File: src/rtl/wb_pkg.sv
// Shared types and constants for the RV32I write-back stage.
// The misalignment helper is only referenced when WB_LOAD_MISALIGN_TRAP_EN is defined.
package wb_pkg;

  typedef enum logic [1:0] {
    RES_ALU = 2'b00,
    RES_MEM = 2'b01,
    RES_PC4 = 2'b10,
    RES_IMM = 2'b11
  } result_src_t;

  localparam logic [2:0] F3_LB  = 3'b000;
  localparam logic [2:0] F3_LH  = 3'b001;
  localparam logic [2:0] F3_LW  = 3'b010;
  localparam logic [2:0] F3_LBU = 3'b100;
  localparam logic [2:0] F3_LHU = 3'b101;

  typedef enum logic {
    S_IDLE      = 1'b0,
    S_WAIT_LOAD = 1'b1
  } state_t;

  // Halfwords must sit on an even address, words on a word-aligned one.
  function automatic logic is_misaligned(input logic [2:0] f3, input logic [1:0] addr_lo);
    logic mis;
    mis = 1'b0;
    if ((f3 == F3_LH) || (f3 == F3_LHU)) mis = addr_lo[0];
    else if (f3 == F3_LW)                mis = (addr_lo != 2'b00);
    return mis;
  endfunction

endpackage

File: src/rtl/wb_stage_load_ext.sv
// Combinational load alignment: picks the addressed byte/half of the raw word
// and sign- or zero-extends it; unknown funct3 yields zero.
module load_ext
  import wb_pkg::*;
#(
  parameter int XLEN = 32
) (
  input  logic [XLEN-1:0] rdata_i,
  input  logic [2:0]      funct3_i,
  input  logic [1:0]      addr_lo_i,
  output logic [XLEN-1:0] data_o
);

  logic [7:0]  byte_sel;
  logic [15:0] half_sel;

  // Low address bits beyond the access size are simply ignored here.
  assign byte_sel = rdata_i[8*addr_lo_i +: 8];
  assign half_sel = rdata_i[16*addr_lo_i[1] +: 16];

  always_comb begin
    data_o = '0;
    case (funct3_i)
      F3_LB:   data_o = {{(XLEN-8){byte_sel[7]}}, byte_sel};
      F3_LH:   data_o = {{(XLEN-16){half_sel[15]}}, half_sel};
      F3_LW:   data_o = rdata_i;
      F3_LBU:  data_o = {{(XLEN-8){1'b0}}, byte_sel};
      F3_LHU:  data_o = {{(XLEN-16){1'b0}}, half_sel};
      default: data_o = '0;
    endcase
  end

endmodule

File: src/rtl/wb_stage.sv
// Registered MEM/WB stage: result select, load wait FSM, register-file write port,
// forwarding tap and retire counter. WB_LOAD_MISALIGN_TRAP_EN enables the misaligned-load trap.
module wb_stage
  import wb_pkg::*;
#(
  parameter int XLEN   = 32,
  parameter int REG_AW = 5,
  parameter int CNT_W  = 32
) (
  input  logic              clk,
  input  logic              rst_n,
  input  logic              in_valid,
  output logic              in_ready,
  input  logic              in_reg_write,
  input  logic [REG_AW-1:0] in_rd,
  input  logic [1:0]        in_result_src,
  input  logic [XLEN-1:0]   in_alu_result,
  input  logic [XLEN-1:0]   in_pc_plus4,
  input  logic [XLEN-1:0]   in_imm,
  input  logic [2:0]        in_funct3,
  input  logic              mem_rvalid,
  input  logic [XLEN-1:0]   mem_rdata,
  output logic              rf_we,
  output logic [REG_AW-1:0] rf_waddr,
  output logic [XLEN-1:0]   rf_wdata,
  output logic              fwd_valid,
  output logic [REG_AW-1:0] fwd_rd,
  output logic [XLEN-1:0]   fwd_data,
  output logic              retire,
  output logic [CNT_W-1:0]  retire_cnt,
  output logic              load_misalign
);

  state_t            state_q, state_d;
  logic              ld_we_q, ld_we_d;
  logic [REG_AW-1:0] ld_rd_q, ld_rd_d;
  logic [2:0]        ld_f3_q, ld_f3_d;
  logic [1:0]        ld_lo_q, ld_lo_d;

  logic              rf_we_q, rf_we_d;
  logic [REG_AW-1:0] rf_waddr_q, rf_waddr_d;
  logic [XLEN-1:0]   rf_wdata_q, rf_wdata_d;
  logic              retire_q, retire_d;
  logic [CNT_W-1:0]  cnt_q;
  logic              mis_q, mis_d;

  logic              accept;
  logic              wr_ok;
  logic [XLEN-1:0]   ext_data;
  result_src_t       src;

  assign src      = result_src_t'(in_result_src);
  assign in_ready = (state_q == S_IDLE);
  assign accept   = in_valid & in_ready;
  assign wr_ok    = in_reg_write & (in_rd != '0);

  load_ext #(.XLEN(XLEN)) u_load_ext (
    .rdata_i  (mem_rdata),
    .funct3_i (ld_f3_q),
    .addr_lo_i(ld_lo_q),
    .data_o   (ext_data)
  );

  always_comb begin
    state_d    = state_q;
    ld_we_d    = ld_we_q;
    ld_rd_d    = ld_rd_q;
    ld_f3_d    = ld_f3_q;
    ld_lo_d    = ld_lo_q;
    rf_we_d    = 1'b0;
    rf_waddr_d = rf_waddr_q;
    rf_wdata_d = rf_wdata_q;
    retire_d   = 1'b0;
    mis_d      = 1'b0;
    case (state_q)
      S_IDLE: begin
        if (accept) begin
          if (src == RES_MEM) begin
`ifdef WB_LOAD_MISALIGN_TRAP_EN
            if (is_misaligned(in_funct3, in_alu_result[1:0])) begin
              retire_d   = 1'b1;
              mis_d      = 1'b1;
              rf_waddr_d = in_rd;
            end else
`endif
            begin
              state_d = S_WAIT_LOAD;
              ld_we_d = wr_ok;
              ld_rd_d = in_rd;
              ld_f3_d = in_funct3;
              ld_lo_d = in_alu_result[1:0];
            end
          end else begin
            retire_d   = 1'b1;
            rf_we_d    = wr_ok;
            rf_waddr_d = in_rd;
            case (src)
              RES_PC4: rf_wdata_d = in_pc_plus4;
              RES_IMM: rf_wdata_d = in_imm;
              default: rf_wdata_d = in_alu_result;
            endcase
          end
        end
      end
      S_WAIT_LOAD: begin
        // Response data only counts once the load is outstanding.
        if (mem_rvalid) begin
          state_d    = S_IDLE;
          retire_d   = 1'b1;
          rf_we_d    = ld_we_q;
          rf_waddr_d = ld_rd_q;
          rf_wdata_d = ext_data;
        end
      end
      default: state_d = S_IDLE;
    endcase
  end

  always_ff @(posedge clk or negedge rst_n) begin
    if (!rst_n) begin
      state_q    <= S_IDLE;
      ld_we_q    <= 1'b0;
      ld_rd_q    <= '0;
      ld_f3_q    <= '0;
      ld_lo_q    <= '0;
      rf_we_q    <= 1'b0;
      rf_waddr_q <= '0;
      rf_wdata_q <= '0;
      retire_q   <= 1'b0;
      cnt_q      <= '0;
      mis_q      <= 1'b0;
    end else begin
      state_q    <= state_d;
      ld_we_q    <= ld_we_d;
      ld_rd_q    <= ld_rd_d;
      ld_f3_q    <= ld_f3_d;
      ld_lo_q    <= ld_lo_d;
      rf_we_q    <= rf_we_d;
      rf_waddr_q <= rf_waddr_d;
      rf_wdata_q <= rf_wdata_d;
      retire_q   <= retire_d;
      mis_q      <= mis_d;
      if (retire_d) cnt_q <= cnt_q + CNT_W'(1);
    end
  end

  assign rf_we         = rf_we_q;
  assign rf_waddr      = rf_waddr_q;
  assign rf_wdata      = rf_wdata_q;
  assign fwd_valid     = rf_we_q;
  assign fwd_rd        = rf_waddr_q;
  assign fwd_data      = rf_wdata_q;
  assign retire        = retire_q;
  assign retire_cnt    = cnt_q;
  assign load_misalign = mis_q;

endmodule

File: config.mk
export PLATFORM = sky130hd
export DESIGN_NAME = wb_stage
export DESIGN_NICKNAME = d
export VERILOG_FILES = /design/src/rtl/wb_pkg.sv /design/src/rtl/wb_stage_load_ext.sv /design/src/rtl/wb_stage.sv
export SDC_FILE = /design/constraint.sdc
export NUM_CORES = 1
export LEC_CHECK = 0
export ABC_AREA = 1
export CORE_MARGIN = 3
export CORE_UTILIZATION = 40
export CTS_BUF_LIST = sky130_fd_sc_hd__clkbuf_8 sky130_fd_sc_hd__clkbuf_16
export DETAILED_ROUTE_END_ITERATION = 10
export GPL_TIMING_DRIVEN = 0
export PLACE_DENSITY = 0.76
export SETUP_SLACK_MARGIN = 0.2
export SYNTH_ARGS = -nofsm -noshare
export SYNTH_HDL_FRONTEND = slang
export SYNTH_HIERARCHICAL = 1
export SYNTH_SLANG_ARGS = --single-unit
File: constraint.sdc
create_clock -name clk -period 3.6 [get_ports clk]
set_input_delay 0.72 -clock clk [delete_from_list [all_inputs] [get_ports clk]]
set_output_delay 0.72 -clock clk [all_outputs]
set_load 0.005 [all_outputs]
-- Yosys cells after proc, flatten, opt, wreduce, memory -nomap -nowiden
Index checks and enable logic that the tools add are counted.
- input port bits: 143
- logic and storage cells: 52
- output and inout bits: 111
- register bits: 83
- mux-type cells: 22
- shift-type cells: 2
- bitwise logic cells: 3
- add/sub/neg operators: 1
- reductions and logical operators: 4
- eq/ne operators: 10
- operators by type and width (kind ; number):
    $pmux W32 S5 ; 1
    $pmux W32 S2 ; 2
    $mux W32 ; 3
    $add A32 B1 Y32 const B ; 1
    $shiftx A32 B6 Y16 ; 1
    $shiftx A32 B6 Y8 ; 1
    $mux W5 ; 3
    $pmux W5 S2 ; 1
    $mux W1 ; 9
    $eq A3 B3 Y1 const B ; 2
    $pmux W1 S2 ; 3
    $reduce_and A3 Y1 ; 2
    $reduce_bool A5 Y1 ; 1
    $eq A2 B2 Y1 const B ; 2
    $ne A2 B2 Y1 const B ; 2
    $eq A3 B1 Y1 const B ; 1
    $eq A3 B2 Y1 const B ; 1
    $logic_not A3 Y1 ; 1
    $and A1 B1 Y1 ; 2
    $eq A2 B1 Y1 const B ; 1
    $ne A2 B1 Y1 const B ; 1
    $not A1 Y1 ; 1

-- Logic depth before layout (Yosys ltp)
Gate-level depths: netlist (run 1).
- depth after elaboration: 5
- mapped depth: 11
- mapped depth without buffers: 10

-- Hierarchy
Netlist (run 1), hierarchy kept.
- by module, submodules not included (module ; cells each ; area each (sq um) ; seq. area each (sq um) ; instances):
    wb_stage ; 692 ; 5012.3 ; 2077.0 ; 1
    load_ext ; 197 ; 903.4 ; 0.0 ; 1

-- Worst setup path after synthesis (run 1)
OpenSTA, ideal clock, no wires.
- path kind: input to register
- start point: input port in_result_src[1]
- end point: register rf_wdata_q[17], in the netlist fwd_data[17]
- library setup time: 0.126 ns
- data required time: 3.474 ns
- setup slack: 1.860 ns
- cell stages on the path: 9
- buffers on the path: 3
- arrival time: 1.615 ns
- cell sequence: buf_4 > inv_2 > nand2_4 > nand2_2 > nand2_4 > buf_4 > buf_2 > nor2_1 > a21oi_1
- word-level cells in the longest chain between the ends: 5
- elaborated cells between the ends (all ways): 9
- those cells by class: 4 x eq/ne; 4 x mux; 1 x reduce/logical
- RTL lines (item ; line ; RTL):
    start: declaration ; wb_stage.sv:16 ; input logic [1:0] in_result_src,
    $eq A2 B2 Y1 ; wb_stage.sv:97 ; case (src)
    $pmux W32 S2 ; wb_stage.sv:97 ;
    $mux W32 ; wb_stage.sv:78 ; if (src == RES_MEM) begin
    $mux W32 ; wb_stage.sv:77 ; if (accept) begin
    $pmux W32 S2 ; wb_stage.sv:75 ; case (state_q)
    end signal: assignment ; wb_stage.sv:140 ; rf_wdata_q <= rf_wdata_d;
    end: declaration ; wb_stage.sv:42 ; logic [XLEN-1:0] rf_wdata_q, rf_wdata_d;
Parallel ways exist; a longest one is shown, timed or not. The select of a mux whose other input is x is not followed.
A chain may end at the register's enable or synchronous reset.

-- Worst setup path in the final report (run 1)
- start point: register state_q
- end point: output port in_ready
- word-level cells in the longest chain between the ends: 1
- RTL lines (item ; line ; RTL):
    start: declaration ; wb_stage.sv:34 ; state_t state_q, state_d;
    start signal: assignment ; wb_stage.sv:133 ; state_q <= state_d;
    $not A1 Y1 (no source line) ; n/a ;
    end: declaration ; wb_stage.sv:13 ; output logic in_ready,
Every way passes these cells.

==> results of run 1 <==
metal layers:
layer / track usage [%] / share of wire [%] / vias up
li1: - / - / 3285
met2: 42.8 / 47 / 284
met3: 4.18 / 7.5 / 36
met5: 0 / 0 / -
met4: 9.36 / 2.3 / 0
met1: 34.4 / 43 / 2981
final timing paths:
check / to / slack (ps) / start
setup / recovery: in_ready / 700 / state_q
hold / removal: fwd_data[19] / 300 / rst_n
setup reg to reg: fwd_data[19] / 1890 / ld_lo_q[1]
hold reg to reg: ld_rd_q[3] / 490 / ld_rd_q[3]
max in group asynchronous: ld_f3_q[0] / 2690 / rst_n
min in group clk: ld_rd_q[3] / 490 / ld_rd_q[3]
state kept, by name, indices dropped and copies added (netlist names):
register,cells
ld_we_q,1
state_q,1
fwd_data,32
ld_f3_q,3
fwd_rd,5
fwd_valid,1
ld_lo_q,2
retire_cnt,32
retire,1
ld_rd_q,5
worst max-delay path, stage by stage, from the launching register on:
cell	delay [ps]
dfrtp_1	450
inv_1	120
buf_2	260
clkbuf_1	410
clkdlybuf4s50_1	590
power by group:
part           leakage, nW  switching [W]  internal, W  total [W]
logic                 3.18       0.000637     0.000900    0.00154
registers             1.02       0.000172      0.00109    0.00127
clock network        0.146       0.000405     0.000563   0.000967
total                 4.35        0.00121      0.00256    0.00377
Yosys cell counts:
cell      count
nand2_1     229
nor2_1      129
inv_1       106
dfrtp_1      83
a21oi_1      64
nand3_1      57
buf_4        44
o21ai_0      41
o21ai_1      14
clkbuf_1     13
nand4_1      13
buf_2        12
buf_6        10
xor2_1        9
o211ai_1      6
xnor2_1       6
a31oi_1       5
nand2_2       5
nand3b_1      5
o21ai_2       5
mux2_2        4
nor3_1        4
buf_1         3
nand2_4       3
nor2_2        3
inv_2         2
nand3_2       2
nor2_4        2
a21oi_2       1
a21oi_4       1
and2_1        1
conb_1        1
ha_1          1
nor3_2        1
nor4_1        1
o21bai_1      1
or2_1         1
or2_2         1
layout make-up:
type | instances | area (um^2)
Sequential cell | 83 | 2080
Buffer | 82 | 563
Multi-Input combinational cell | 616 | 2870
Timing Repair Buffer | 251 | 2530
Clock buffer | 10 | 239
Tap cell | 180 | 225
Inverter | 108 | 405
Fill cell | 1298 | 5170
Clock inverter | 6 | 71.3
through the flow:
step | instances | utilization (%) | TNS (ps) | setup WS [ps]
after floorplan | 889 | - | 0 | 1860
after global placement | 1319 | 61.1 | -106180 | -1290
after detailed placement | 1320 | 61.3 | 0 | 1050
after CTS | 1336 | 63.5 | 0 | 691
after global routing | 1336 | 63.5 | 0 | 578
final | 1336 | 63.5 | 0 | 701
cell families (layout without fill, tap and decap cells):
logic type	after synthesis	count (layout)	synth area share, %
other cells	1	1	0.0634
flops	83	83	35.1
buf+inv	190	457	16.4
simple gates	457	457	32.6
fa+ha+maj	1	1	0.211
mux	4	4	0.761
xor+xnor	15	15	2.22
compound gates	138	138	12.6
==> flow_summary.yaml, run 1 <==
outcome:
  status: "completed"
detailed_routing:
  drt_wl_total_um: 20900
  drtAntennaViolNets: 0
  first_pass_iters: 5
  vias: 6586
  routedWlPerCell_um: 15.6
  drc: 0
  viasPerCell: 4.93
  drt_iter0_drc: 450
yosys:
  avgSynthCellArea_um2: 6.65
  yosys_register_bits: 83
  netlist_area_um2: 5920
  yosysWarningCount: 6
  synthDistinctLibCells: 38
  synthTopCellsByArea: "dfrtp_1 (35%), nand2_1 (15%), nor2_1 (8.2%)"
  seq_area_frac_synth_pct: 35.1
  post-synth-top-area-cell: "dfrtp_1"
  synth.net_count: 1033
  synth_top_area_share_pct: 35.1
  netlist_instances: 889
power:
  leakagePower_nw: 4.35
  power_w: 0.00377
  power_density_nw_per_um2: 420
  peakVddDrop_v: 0.000192
final_layout:
  layout_common_cells: "clkdlybuf4s50_1 (249), nand2_1 (229), nor2_1 (129)"
  final_common_cell: "clkdlybuf4s50_1"
  synthToLayoutAreaGrowth_pct: 51.8
  final_area_um2: 8980
  layout-drive-gt1-share_pct: 9.86
  diodes: 0
  nNetsFinal: 1295
clocking:
  cts_root_buf: "clkbuf_16"
  cts_buffers: 9
  ctsHoldBuffers: 0
  clkLatencyLatePin_ps: 350
  cts_tree: "done"
  cts_max_path_buffers: 2
  cts.sinks: 83
  cts_resized: 0
  cts_setup_buffers: 0
  clk_pin_slew_ps: 70
  htree_levels: 3
global_route:
  grt_usage_pct: 25.9
  antenna_found_initial: 0
  grt-ovfl-total: 0
  grt_pass1_vias: 6459
  grt_pass1_wl_um: 33500
  grt_max_degree: 56
sta:
  rsz0062_at_grt: "no"
  post-route-period-util_pct: 80.5
  tightest_slew_ps: 607
  max_freq_mhz: 345
  slew_viol_final: 0
  max_slew_margin_pct: 59.6
  hold_ws_ps: 297
  min_period_ps: 2900
  hold_viol_final: 0
  fin_skew_ps: 5.47
  finalSetupViolCount: 0
setup_path:
  cp.required_ps: 2880
  path_max_fanout: 10
  arrival_ps: 2180
  path_class: "reg -> out"
  start_kind: "flip-flop"
  worst_setup_path_end_kind: "primary output"
  rr_worst_depth: 8
floorplanning:
  core_um2: 14100
  start_util_pct: 41.8
  rows: 43
  ios: 254
  die_h_um: 128
  dieArea_um2: 16300
  die_x_um: 128
hold_path:
  hp-class: "in -> async"
job:
  maxCapViolCount: 0
placed_design:
  portBuffers: 250
  routabilityCongestion: 0.958
  dpl.hpwl_um: 16700
  placed_cell_area_um2: 8670
Note: power is estimated with default switching activity, not from simulation.
==> inputs of run 2 (changes only) <==
Settings changed: CORE_UTILIZATION 40 to 39, PLACE_DENSITY 0.76 to 0.78.
Clock period 3.6 ns to 2.6 ns, I/O delays scaled along.
==> run 2 against run 1 <==
Clock skew is 1.8 ps lower. Largest cell class unchanged. Critical endpoint unchanged. Critical path type unchanged. First-iteration DRC count increased by 0.89%. Wire length up 1.9%.
==> flow_summary.yaml, run 2 (synthesis gave the netlist of run 1 again) <==
global_route:
  grt_pass1_vias: 6116
  grt_max_degree: 70
  grt_pass1_wl_um: 32500
  grt-ovfl-total: 0
  grt_usage_pct: 25.1
  antenna_found_initial: 2
sta:
  setup_tns_ps: 0
  max_slew_margin_pct: 57.6
  hold_viol_final: 0
  tightest_slew_ps: 636
  slew_viol_final: 0
  rsz0062_at_grt: "no"
  min_period_ps: 2300
  finalSetupViolCount: 0
  max_freq_mhz: 436
  post-route-period-util_pct: 88.3
  fin_skew_ps: 3.64
final_layout:
  synthToLayoutAreaGrowth_pct: 51.7
  layout-drive-gt1-share_pct: 9.78
  final_common_cell: "clkdlybuf4s50_1"
  seq_area_um2: 2080
  final_area_um2: 8970
  stdcell_count: 1341
  layout_common_cells: "clkdlybuf4s50_1 (249), nand2_1 (229), nor2_1 (129)"
  fill_cells: 1393
  nNetsFinal: 1295
  multi_input_area_um2: 2870
detailed_routing:
  viasPerCell: 4.90
  drc: 0
  first_pass_iters: 5
  drt_iter0_drc: 454
  vias: 6568
  drt_wl_total_um: 21300
  drtAntennaViolNets: 0
  routedWlPerCell_um: 15.9
floorplanning:
  start_util_pct: 40.2
  die_h_um: 129
  core_um2: 14700
  die_x_um: 129
  dieArea_um2: 16700
  ios: 254
  rows: 44
setup_path:
  cp_slowest_cell: "clkdlybuf4s50_1"
  start_kind: "flip-flop"
  slowest_delay_ps: 500
  worst_setup_path_end_kind: "primary output"
  r2r_start: "ld_lo_q[1]"
  path_cells: "inv_1, buf_6, clkbuf_8, clkdlybuf4s50_1"
  r2r-end: "fwd_data[30]"
  critical-path-top-delay-family: "buffers and inverters"
  crit_end: "in_ready"
  cp.required_ps: 2080
  cp_num_buf_inv: 4
  rr_worst_depth: 8
  path_max_fanout: 10
  r2r_slack_ps: 840
  path_class: "reg -> out"
  arrival_ps: 1780
  cp_num_cells: 4
  crit_start: "state_q"
power:
  power_w: 0.00511
  power_density_nw_per_um2: 570
  leakagePower_nw: 4.35
  peakVddDrop_v: 0.000398
clocking:
  htree_levels: 3
  cts_max_path_buffers: 2
  clk_pin_slew_ps: 60
  cts_root_buf: "clkbuf_16"
  cts_buffers: 9
  cts.sinks: 83
  cts_tree: "done"
  clkLatencyLatePin_ps: 340
job:
  maxCapViolCount: 0
placed_design:
  dpl.hpwl_um: 16800
  dp.cells: 1324
  portBuffers: 250
  placed_cell_area_um2: 8670
  routabilityCongestion: 0.975
hold_path:
  hp-class: "in -> async"
outcome:
  status: "completed"
==> run 2: report_power, final <==
group	total, W	leakage, nW	switching (W)	internal (W)
Combinational	0.00214	3.19	0.000892	0.00125
Sequential	0.00176	1.02	0.000240	0.00152
Clock	0.00122	0.135	0.000523	0.000692
==> run 2: cell type report <==
class,count,share of cell area [%]
tap,184,2.57
sequential,83,23.1
buffer,82,6.45
multi-input combinational,616,32.0
antenna,2,0.0558
timing repair buffer,251,28.2
clock inverter,4,0.307
clock buffer,11,2.82
inverter,108,4.52
==> run 2: repair_timing <==
| action | in CTS | in global routing |
|---|---|---|
| setup buffers | 0 | 0 |
| endpoints found under the setup margin | 1 | 1 |
| gates resized for setup | 4 | 1 |
| hold buffers | 0 | 0 |
==> run 2: worst min path at each step <==
stage	startpoint	endpoint	slack (ps)	cells past startpoint
2_1_floorplan	rst_n	fwd_data[0]	220	0
3_3_place_gp	ld_we_q	fwd_valid	470	2
3_5_place_dp	rst_n	fwd_data[24]	400	1
4_1_cts	rst_n	fwd_data[24]	30	1
5_1_grt	rst_n	fwd_data[24]	40	1
6_report	rst_n	fwd_data[24]	40	1
==> run 2: per-stage QoR <==
stage                     hold WS (ps)  util [%]  setup WS, ps
after floorplan                    224         -          1060
after global placement             466      58.8         -2190
after detailed placement           404      59.0           286
after CTS                         29.9      61.0           234
after global routing              38.6      61.1           219
final                             36.8      61.1           304
==> run 2: routing by layer <==
layer	GRT usage [%]	up-vias	wire (um)
li1	-	3285	-
met1	33.2	3022	9420
met2	40.7	230	10000
met3	4.45	31	1350
met4	10.1	0	520
met5	0	-	0
==> run 2: worst register-to-register path, stage by stage, from the launching register on <==
cell	delay (ps)
dfrtp_1	420
or2_2	330
nand3_2	70
nand2_2	80
nand2_4	120
buf_6	170
nand2_1	70
a21oi_1	270
a21oi_1	110
==> inputs of run 3 (changes only) <==
Settings changed: CAP_MARGIN from default to 20, HOLD_SLACK_MARGIN from default to 0.02.
==> results of run 3 <==
Final layout, timing and power as in run 2 (identical DEF).
